===== config.mk =====
export PLATFORM = sky130hd
export DESIGN_NAME = reg_write_arbiter_flat
export DESIGN_NICKNAME = d
export VERILOG_FILES = /design/src/rtl/reg_arb_pkg.sv /design/src/rtl/reg_write_arbiter_if.sv /design/src/rtl/rr_pick.sv /design/src/rtl/reg_write_arbiter.sv /design/src/flat_wrapper.sv
export SDC_FILE = /design/constraint.sdc
export NUM_CORES = 1
export LEC_CHECK = 0
export CAP_MARGIN = 25
export CORE_ASPECT_RATIO = 1.5
export CORE_UTILIZATION = 54
export DETAILED_ROUTE_END_ITERATION = 8
export GPL_ROUTABILITY_DRIVEN = 0
export PLACE_DENSITY = 0.85
export SLEW_MARGIN = 0
export SYNTH_ARGS = -nofsm -noshare
export SYNTH_HDL_FRONTEND = slang
export SYNTH_SLANG_ARGS = --single-unit

===== constraint.sdc =====
create_clock -name clk -period 7 [get_ports clk]
set_clock_uncertainty 0.1 [all_clocks]
set_input_delay 1.4 -clock clk [delete_from_list [all_inputs] [get_ports clk]]
set_output_delay 1.4 -clock clk [all_outputs]
set_load 0.01 [all_outputs]

===== src/rtl/reg_arb_pkg.sv =====
// rtl/reg_arb_pkg.sv - shared state encodings and defaults for the register write arbiter
package reg_arb_pkg;

  typedef enum logic [1:0] {
    ARB_IDLE   = 2'd0,
    ARB_GRANT  = 2'd1,
    ARB_LOCKED = 2'd2
  } arb_state_e;

  localparam int DEF_N_REQ    = 4;
  localparam int DEF_DATA_W   = 1;
  localparam int DEF_LOCK_MAX = 4;

  // Round-robin successor of an index, wrapping explicitly for non-power-of-2 counts.
  function automatic int rr_next(input int idx, input int n);
    return (idx >= n - 1) ? 0 : idx + 1;
  endfunction

endpackage


===== src/rtl/reg_write_arbiter_if.sv =====
// rtl/reg_write_arbiter_if.sv - requester bundle and shared-register drive for the arbiter
interface reg_write_arbiter_if #(
  parameter int N_REQ  = 4,
  parameter int DATA_W = 1
);
  logic [N_REQ-1:0]        req;
  logic [N_REQ-1:0]        lock;
  logic [N_REQ*DATA_W-1:0] wdata;
  logic [N_REQ-1:0]        gnt;
  logic [N_REQ-1:0]        ack;
  logic                    reg_en;
  logic [DATA_W-1:0]       reg_d;
  logic                    busy;

  modport master (
    output req, lock, wdata,
    input  gnt, ack, reg_en, reg_d, busy
  );

  modport slave (
    input  req, lock, wdata,
    output gnt, ack, reg_en, reg_d, busy
  );
endinterface


===== src/rtl/rr_pick.sv =====
// rtl/rr_pick.sv - combinational rotating priority encoder starting at ptr
module rr_pick #(
  parameter int N_REQ = 4,
  parameter int PW    = $clog2(N_REQ)
) (
  input  logic [N_REQ-1:0] req,
  input  logic [PW-1:0]    ptr,
  input  logic [N_REQ-1:0] mask,
  output logic [N_REQ-1:0] onehot,
  output logic [PW-1:0]    idx,
  output logic             found
);
  logic [N_REQ-1:0] eff;
  int               j;

  assign eff = req & ~mask;

  always_comb begin
    onehot = '0;
    idx    = '0;
    found  = 1'b0;
    j      = 0;
    for (int k = 0; k < N_REQ; k++) begin
      j = int'(ptr) + k;
      if (j >= N_REQ) j = j - N_REQ;
      if (!found && eff[j]) begin
        found     = 1'b1;
        idx       = PW'(j);
        onehot[j] = 1'b1;
      end
    end
  end
endmodule


===== src/rtl/reg_write_arbiter.sv =====
// rtl/reg_write_arbiter.sv - round-robin owner of a shared enable-gated register with bounded lock
module reg_write_arbiter
  import reg_arb_pkg::*;
#(
  parameter int N_REQ    = DEF_N_REQ,
  parameter int DATA_W   = DEF_DATA_W,
  parameter int LOCK_MAX = DEF_LOCK_MAX
) (
  input  logic               clk,
  input  logic               rst_n,
  reg_write_arbiter_if.slave bus
);
  localparam int PW = $clog2(N_REQ);
  localparam int CW = $clog2(LOCK_MAX + 1);
  localparam logic [CW-1:0] LOCK_MAX_C = CW'(LOCK_MAX);

  arb_state_e        state_q, state_d;
  logic [N_REQ-1:0]  gnt_q, gnt_d;
  logic [PW-1:0]     idx_q, idx_d;
  logic [PW-1:0]     ptr_q, ptr_d;
  logic [CW-1:0]     cnt_q, cnt_d;
  logic [DATA_W-1:0] reg_d_q, reg_d_d;

  logic              owner_vld, lock_held, extend, timed_out, others;
  logic [N_REQ-1:0]  pick_mask, pick_onehot;
  logic [PW-1:0]     pick_idx;
  logic              pick_found;

  assign owner_vld = |gnt_q;
  assign lock_held = owner_vld && bus.req[idx_q] && bus.lock[idx_q];
  assign extend    = lock_held && (cnt_q < LOCK_MAX_C);
  assign timed_out = lock_held && (cnt_q >= LOCK_MAX_C);
  assign others    = |(bus.req & ~gnt_q);
  // A timed-out owner only steps aside when someone else is actually waiting.
  assign pick_mask = (timed_out && others) ? gnt_q : '0;

  rr_pick #(
    .N_REQ (N_REQ),
    .PW    (PW)
  ) u_pick (
    .req    (bus.req),
    .ptr    (ptr_q),
    .mask   (pick_mask),
    .onehot (pick_onehot),
    .idx    (pick_idx),
    .found  (pick_found)
  );

  always_ff @(posedge clk or negedge rst_n) begin
    if (!rst_n) begin
      state_q <= ARB_IDLE;
      gnt_q   <= '0;
      idx_q   <= '0;
      ptr_q   <= '0;
      cnt_q   <= '0;
      reg_d_q <= '0;
    end else begin
      state_q <= state_d;
      gnt_q   <= gnt_d;
      idx_q   <= idx_d;
      ptr_q   <= ptr_d;
      cnt_q   <= cnt_d;
      reg_d_q <= reg_d_d;
    end
  end

  always_comb begin
    state_d = state_q;
    gnt_d   = gnt_q;
    idx_d   = idx_q;
    ptr_d   = ptr_q;
    cnt_d   = cnt_q;
    reg_d_d = reg_d_q;
    if (extend) begin
      state_d = ARB_LOCKED;
      cnt_d   = cnt_q + CW'(1);
      reg_d_d = bus.wdata[int'(idx_q)*DATA_W +: DATA_W];
    end else if (pick_found) begin
      state_d = ARB_GRANT;
      gnt_d   = pick_onehot;
      idx_d   = pick_idx;
      ptr_d   = PW'(rr_next(int'(pick_idx), N_REQ));
      cnt_d   = CW'(1);
      reg_d_d = bus.wdata[int'(pick_idx)*DATA_W +: DATA_W];
    end else begin
      state_d = ARB_IDLE;
      gnt_d   = '0;
      cnt_d   = '0;
    end
  end

  always_comb begin
    bus.gnt    = gnt_q;
    bus.ack    = gnt_q;
    bus.reg_en = |gnt_q;
    bus.reg_d  = reg_d_q;
    bus.busy   = (state_q != ARB_IDLE);
  end
endmodule

===== src/flat_wrapper.sv =====
// flat-port wrapper written by rule: the top's interface ports become plain ports
module reg_write_arbiter_flat import reg_arb_pkg::*;
#(
  parameter int N_REQ    = DEF_N_REQ,
  parameter int DATA_W   = DEF_DATA_W,
  parameter int LOCK_MAX = DEF_LOCK_MAX
)
  (clk, rst_n, bus_req, bus_lock, bus_wdata, bus_gnt, bus_ack, bus_reg_en, bus_reg_d, bus_busy);
  reg_write_arbiter_if #(.N_REQ(N_REQ), .DATA_W(DATA_W)) bus_i ();
  input  logic clk;
  input  logic rst_n;
  input wire logic [$bits(bus_i.req)-1:0] bus_req;
  input wire logic [$bits(bus_i.lock)-1:0] bus_lock;
  input wire logic [$bits(bus_i.wdata)-1:0] bus_wdata;
  output wire logic [$bits(bus_i.gnt)-1:0] bus_gnt;
  output wire logic [$bits(bus_i.ack)-1:0] bus_ack;
  output wire logic [$bits(bus_i.reg_en)-1:0] bus_reg_en;
  output wire logic [$bits(bus_i.reg_d)-1:0] bus_reg_d;
  output wire logic [$bits(bus_i.busy)-1:0] bus_busy;
  assign bus_i.req = bus_req;
  assign bus_i.lock = bus_lock;
  assign bus_i.wdata = bus_wdata;
  assign bus_gnt = bus_i.gnt;
  assign bus_ack = bus_i.ack;
  assign bus_reg_en = bus_i.reg_en;
  assign bus_reg_d = bus_i.reg_d;
  assign bus_busy = bus_i.busy;
  reg_write_arbiter #(.N_REQ(N_REQ), .DATA_W(DATA_W), .LOCK_MAX(LOCK_MAX)) u_core (.clk(clk), .rst_n(rst_n), .bus(bus_i));
endmodule

==> impl_metrics.tcl, run 1 <==
set metrics [dict create \
    max_freq_ghz 0.228 \
    fp.dieH_um 59.6 \
    worst_r2r_path_depth 8 \
    clockRootBuffer "clkbuf_4" \
    seq_area_frac_synth_pct 29.4 \
    power_leakage_uw 0.000591 \
    startpoint "bus_req[3]" \
    endpoint_kind "register" \
    cts_max_path_buffers 2 \
    area_growth_pct 21.6 \
    syn_nets 155 \
    post_cts_resized 0 \
    synth_area_um2 1190 \
    synth.ff_latch_count 14 \
    die_area_um2 2400 \
    grt_pass1_vias 1065 \
    clkSinkCount 14 \
    rsz0062_at_grt "no" \
    post_drt_wl_per_cell_um 16.0 \
    dieWidth_um 40.4 \
    vias_per_cell 6.56 \
    grt_overflow_total 0 \
    dpl.hpwl_um 2140 \
    slew_viol_final 0 \
    hold_violations 0 \
    hold_ws_ns 0.367 \
    route.detailed.drc 0 \
    grt_use_total_pct 25.7 \
    yosys_warnings 0 \
    coreArea_um2 2050 \
    numCtsBuffers 3 \
    crit_arrival_ns 4.45 \
    rr_endpoint "u_core.bus.reg_d" \
    crit_path_end "u_core.bus.reg_d" \
    irDropWorstVdd_mv 0.332 \
    path_class "input port to register" \
    nFillCells 156 \
    fp-row-count 20 \
    slew_headroom_pct 58.4 \
    mostFrequentLayoutCell "clkdlybuf4s50_1" \
    min_period_ns 4.39 \
    io_buffers 24 \
    yosys-top-cells-area "dfrtp_1 29%, ha_1 9.4%, mux4_2 5.7%, mux2i_1 4.2%, nand2_1 3.8%" \
    cts_setup_buffers 0 \
    antenna_found_initial 0 \
    grt_first_pass_wirelength_um 4370 \
    synth.avg_cell_area_um2 9.03 \
    io-pin-count 25 \
    layout.cells.most_common_list "24 x clkdlybuf4s50_1, 14 x dfrtp_1, 12 x nand2_1, 9 x ha_1, 7 x nor2_1" \
    synth_cell_types 42 \
    start_kind "input port" \
    antennaDiodeCount 0 \
    power.density_nw_per_um2 442 \
    drt_iter0_markers 67 \
    clock_latency_ns 0.28 \
    maxCapViolations 0 \
    finalNetCount 176 \
    crit_required_ns 7.06 \
    drive_gt1_share_pct 9.87 \
    finalSetupViolCount 0 \
    setup-tns-final_ns 0 \
    finalWirelength_um 2780 \
    drtPass1Iterations 4 \
    dp_cells 170 \
    yosysTopAreaCell "dfrtp_1" \
    synth_cells 132 \
    path_max_fanout 9 \
    netlist.area_leader.share_pct 29.4 \
    post-route-period-util_pct 62.7 \
    ant_nets 0 \
    clkSlewWorstSetupHoldPaths_ns 0.09 \
    grt_max_degree 16 \
    start_util_pct 58.1 \
    cts_hold_buf 0 \
    finalNonFillerCells 174 \
    dr_total_vias 1142 \
    r2r_slack_ns 3.65 \
    tightest_slew_ns 0.622 \
    r2r-start "u_core.ptr_q[0]" \
    htreeDepth 1 \
    cts_tree "yes" \
    hp-class "register to register" \
    status "complete, no violations" \
]
routing by layer:
layer / vias to the layer above / track usage, % / routed length (um)
met2: 58 / 46.9 / 1530
met4: 0 / 8.57 / 40
met3: 4 / 4.51 / 197
met1: 536 / 27.7 / 1020
met5: - / 0 / 0
li1: 544 / - / -
cell usage after synthesis (all sizes together):
| cell | n |
|---|---|
| a22oi | 1 |
| mux2 | 1 |
| nor4 | 3 |
| a222oi | 4 |
| mux2i | 5 |
| o31a | 2 |
| a31oi | 5 |
| a31o | 1 |
| clkbuf | 3 |
| inv | 4 |
| nand3 | 6 |
| and2 | 2 |
| o31ai | 6 |
| clkinv | 1 |
| mux4 | 3 |
| o211ai | 1 |
| a211oi | 1 |
| buf | 5 |
| o21ai | 6 |
| and3 | 1 |
| dfrtp | 14 |
| ha | 9 |
| or3 | 1 |
| o21a | 3 |
| nand2b | 2 |
| nor2 | 9 |
| o211a | 1 |
| nand2 | 12 |
| nor2b | 4 |
| a21o | 1 |
| nor3 | 5 |
| or2 | 2 |
| a21oi | 5 |
| o32a | 1 |
| o311ai | 2 |
worst min-delay path by stage:
stage	depth (start not counted)	start	to	slack (ns)
2_1_floorplan	1	u_core.cnt_q[0]	u_core.cnt_q[0]	0.33
3_3_place_gp	1	u_core.cnt_q[0]	u_core.cnt_q[0]	0.34
3_5_place_dp	1	u_core.cnt_q[0]	u_core.cnt_q[0]	0.35
4_1_cts	1	u_core.cnt_q[0]	u_core.cnt_q[0]	0.36
5_1_grt	1	u_core.cnt_q[0]	u_core.cnt_q[0]	0.40
6_report	1	u_core.cnt_q[0]	u_core.cnt_q[0]	0.37
worst max-delay path, stage by stage:
cell and delay, ns:
clkdlybuf4s50_1 0.55, nand2_1 0.07, mux4_2 0.56, o21ai_1 0.42
a21oi_1 0.12, o32a_1 0.36, o31ai_1 0.34, mux2_1 0.37
o31ai_1 0.20, a21oi_1 0.07
flip-flops by register name, summed over array words and instances, names as in the netlist:
register	cells
u_core.idx_q	2
u_core.bus.ack	4
u_core.state_q	2
u_core.bus.reg_d	1
u_core.ptr_q	2
u_core.cnt_q	3
area by class of cell:
type                            instances  area, um^2  area share [%]
Multi-Input combinational cell        105         777            53.6
Clock buffer                            4        36.3            2.50
Timing Repair Buffer                   24         240            16.6
Inverter                                5        18.8            1.29
Tap cell                               22        27.5            1.90
Sequential cell                        14         350            24.2
where the power goes:
group | total [uW] | internal, uW | leakage, uW | switching (uW)
clock network | 58.4 | 31.7 | 0.0000210 | 26.8
registers | 176 | 121 | 0.000169 | 55.2
logic | 406 | 199 | 0.000401 | 207
total | 641 | 352 | 0.000591 | 289
stage by stage:
stage	power, uW	worst slack (ns)	utilization (%)	cell area, um^2
after floorplan	467	3.17	-	1190
after global routing	696	2.48	70.7	1450
after CTS	641	2.67	70.7	1450
after global placement	564	2.50	68.9	1410
final	641	2.61	70.7	1450
after detailed placement	581	2.36	68.9	1410
kinds of logic after synthesis:
logic type	after synthesis	share of synthesized area, %
flip-flops	14	29.4
adder cells (fa/ha/maj)	9	9.44
AND/OR/NAND/NOR	47	20.5
AO/OA/AOI/OAI	40	24.5
multiplexers	9	10.8
buffers and inverters	13	5.46
(Power assumes the default switching activity.)
==> run 2, diff against run 1 <==
CORE_UTILIZATION = 46   (was 54)
PLACE_DENSITY = 0.77   (was 0.85)
clock period = 3.65 ns   (was 7 ns; I/O delays follow)
==> impl_metrics.tcl, run 2 (synthesized netlist as in run 1, its figures left out) <==
set metrics [dict create \
    route.detailed.drc 10 \
    grt_first_pass_wirelength_um 5270 \
    cts_tree "yes" \
    cts_max_path_buffers 2 \
    crit_family "compound AO/OA/AOI/OAI gates" \
    whs_path_depth 1 \
    hp-class "register to register" \
    endpoint_kind "register" \
    dp_cells 196 \
    slew_headroom_pct 59.1 \
    fin_area_um2 1650 \
    placed_area_um2 1600 \
    cp.depth 12 \
    power_leakage_uw 0.000712 \
    dpl.hpwl_um 2500 \
    crit_required_ns 3.70 \
    rsz0062_at_grt "no" \
    vias_per_cell 6.15 \
    irDropWorstVdd_mv 0.532 \
    grt_pass1_vias 1244 \
    clock_latency_ns 0.27 \
    hold_violations 0 \
    tightest_slew_ns 0.612 \
    area_growth_pct 38.0 \
    coreArea_um2 2450 \
    drtPass1Iterations 6 \
    path_cells "clkdlybuf4s50_1 -> buf_4 -> nor2b_1 -> o31ai_1 -> o31a_1 -> nor2_1 -> o32a_1 -> o31ai_1 -> buf_4 -> mux2_1 -> o31ai_2 -> a21oi_1" \
    nFillCells 194 \
    antennaDiodeCount 0 \
    post_cts_resized 0 \
    ant_nets 0 \
    dieWidth_um 43.6 \
    slew_viol_final 0 \
    finalNonFillerCells 200 \
    cp_slowest_stage_delay_ns 0.44 \
    finalNetCount 200 \
    io_buffers 24 \
    clkSlewWorstSetupHoldPaths_ns 0.08 \
    max_freq_ghz 0.285 \
    crit_arrival_ns 3.56 \
    antenna_found_initial 0 \
    finalWirelength_um 3130 \
    violations "DRC" \
    crit_buf_inv 3 \
    power.density_nw_per_um2 828 \
    min_period_ns 3.51 \
    worst_r2r_path_depth 11 \
    grt_max_degree 16 \
    start_util_pct 48.7 \
    fp-row-count 22 \
    clkSinkCount 14 \
    critPathSlowestCell "clkdlybuf4s50_1" \
    layout.cells.most_common_list "24 x clkdlybuf4s50_1, 24 x buf_4, 14 x dfrtp_1, 12 x nand2_1, 9 x ha_1" \
    numCtsBuffers 3 \
    post-route-util_pct 67.2 \
    maxCapViolations 0 \
    cts_setup_buffers 0 \
    grt_use_total_pct 24.3 \
    power_uw 1360 \
    cts_hold_buf 0 \
    post_drt_wl_per_cell_um 15.6 \
    io-pin-count 25 \
    fp.dieH_um 64.4 \
    path_max_fanout 5 \
    grt_overflow_total 0 \
    path_class "input port to register" \
    clockRootBuffer "clkbuf_4" \
    dr_total_vias 1230 \
    die_area_um2 2800 \
    drt_iter0_markers 68 \
    largest_reg_flops 4 \
    finalSetupViolCount 0 \
    status "finished with violations" \
    drive_gt1_share_pct 23.9 \
    post-route-period-util_pct 96.1 \
    start_kind "input port" \
    htreeDepth 1 \
]
run 2: cell count changes in the layout (fill, tap and decap cells not counted), sizes merged:
| cell | delta |
|---|---|
| buf | +24 |
run 2: per-layer routing:
layer	vias to the layer above	GRT usage, %	routed length, um
li1	588	-	-
met4	0	10.9	93
met3	8	3.39	162
met5	-	0	0
met2	51	46.1	1710
met1	583	24.8	1160
run 2: area by class of cell:
class                   count  area (um^2)  share of cell area (%)
clock buffers               4         36.3                    2.21
flip-flops and latches     14          350                    21.3
multi-input cells         105          790                    48.0
inverters                   5         18.8                    1.14
repair buffers             48          420                    25.6
well taps                  24         30.0                    1.83
run 2: final timing paths:
| path | from | end | slack, ns |
|---|---|---|---|
| worst min-delay path | u_core.cnt_q[0] | u_core.cnt_q[0] | 0.36 |
| worst max-delay path | bus_req[2] | u_core.bus.reg_d | 0.14 |
| worst min register to register | u_core.cnt_q[0] | u_core.cnt_q[0] | 0.36 |
| max in group asynchronous | rst_n | u_core.cnt_q[2] | 2.32 |
| min in group asynchronous | rst_n | u_core.bus.ack[0] | 0.73 |
| worst max register to register | u_core.idx_q[1] | u_core.bus.reg_d | 0.70 |
run 2: worst register-to-register path, cell delays in order (launching register included):
cell and delay [ns]:
dfrtp_1 0.41, mux4_2 0.60, buf_4 0.18, o31a_1 0.33, buf_4 0.16, a21oi_1 0.13
o32a_1 0.17, o31ai_1 0.07, buf_4 0.14, mux2_1 0.32, o31ai_2 0.18, a21oi_1 0.06
run 2: power by group:
part	switching, uW	internal [uW]
sequential	108	232
clock	49.4	60.6
combinational	439	474
run 2: through the flow:
stage | setup slack, ns | hold slack (ns) | setup TNS [ns]
after floorplan | 0.485 | 0.327 | 0
after global placement | -0.109 | 0.334 | -0.123
after detailed placement | -0.101 | 0.357 | -0.230
after CTS | 0.150 | 0.369 | 0
after global routing | 0.0198 | 0.375 | 0
final | 0.143 | 0.364 | 0
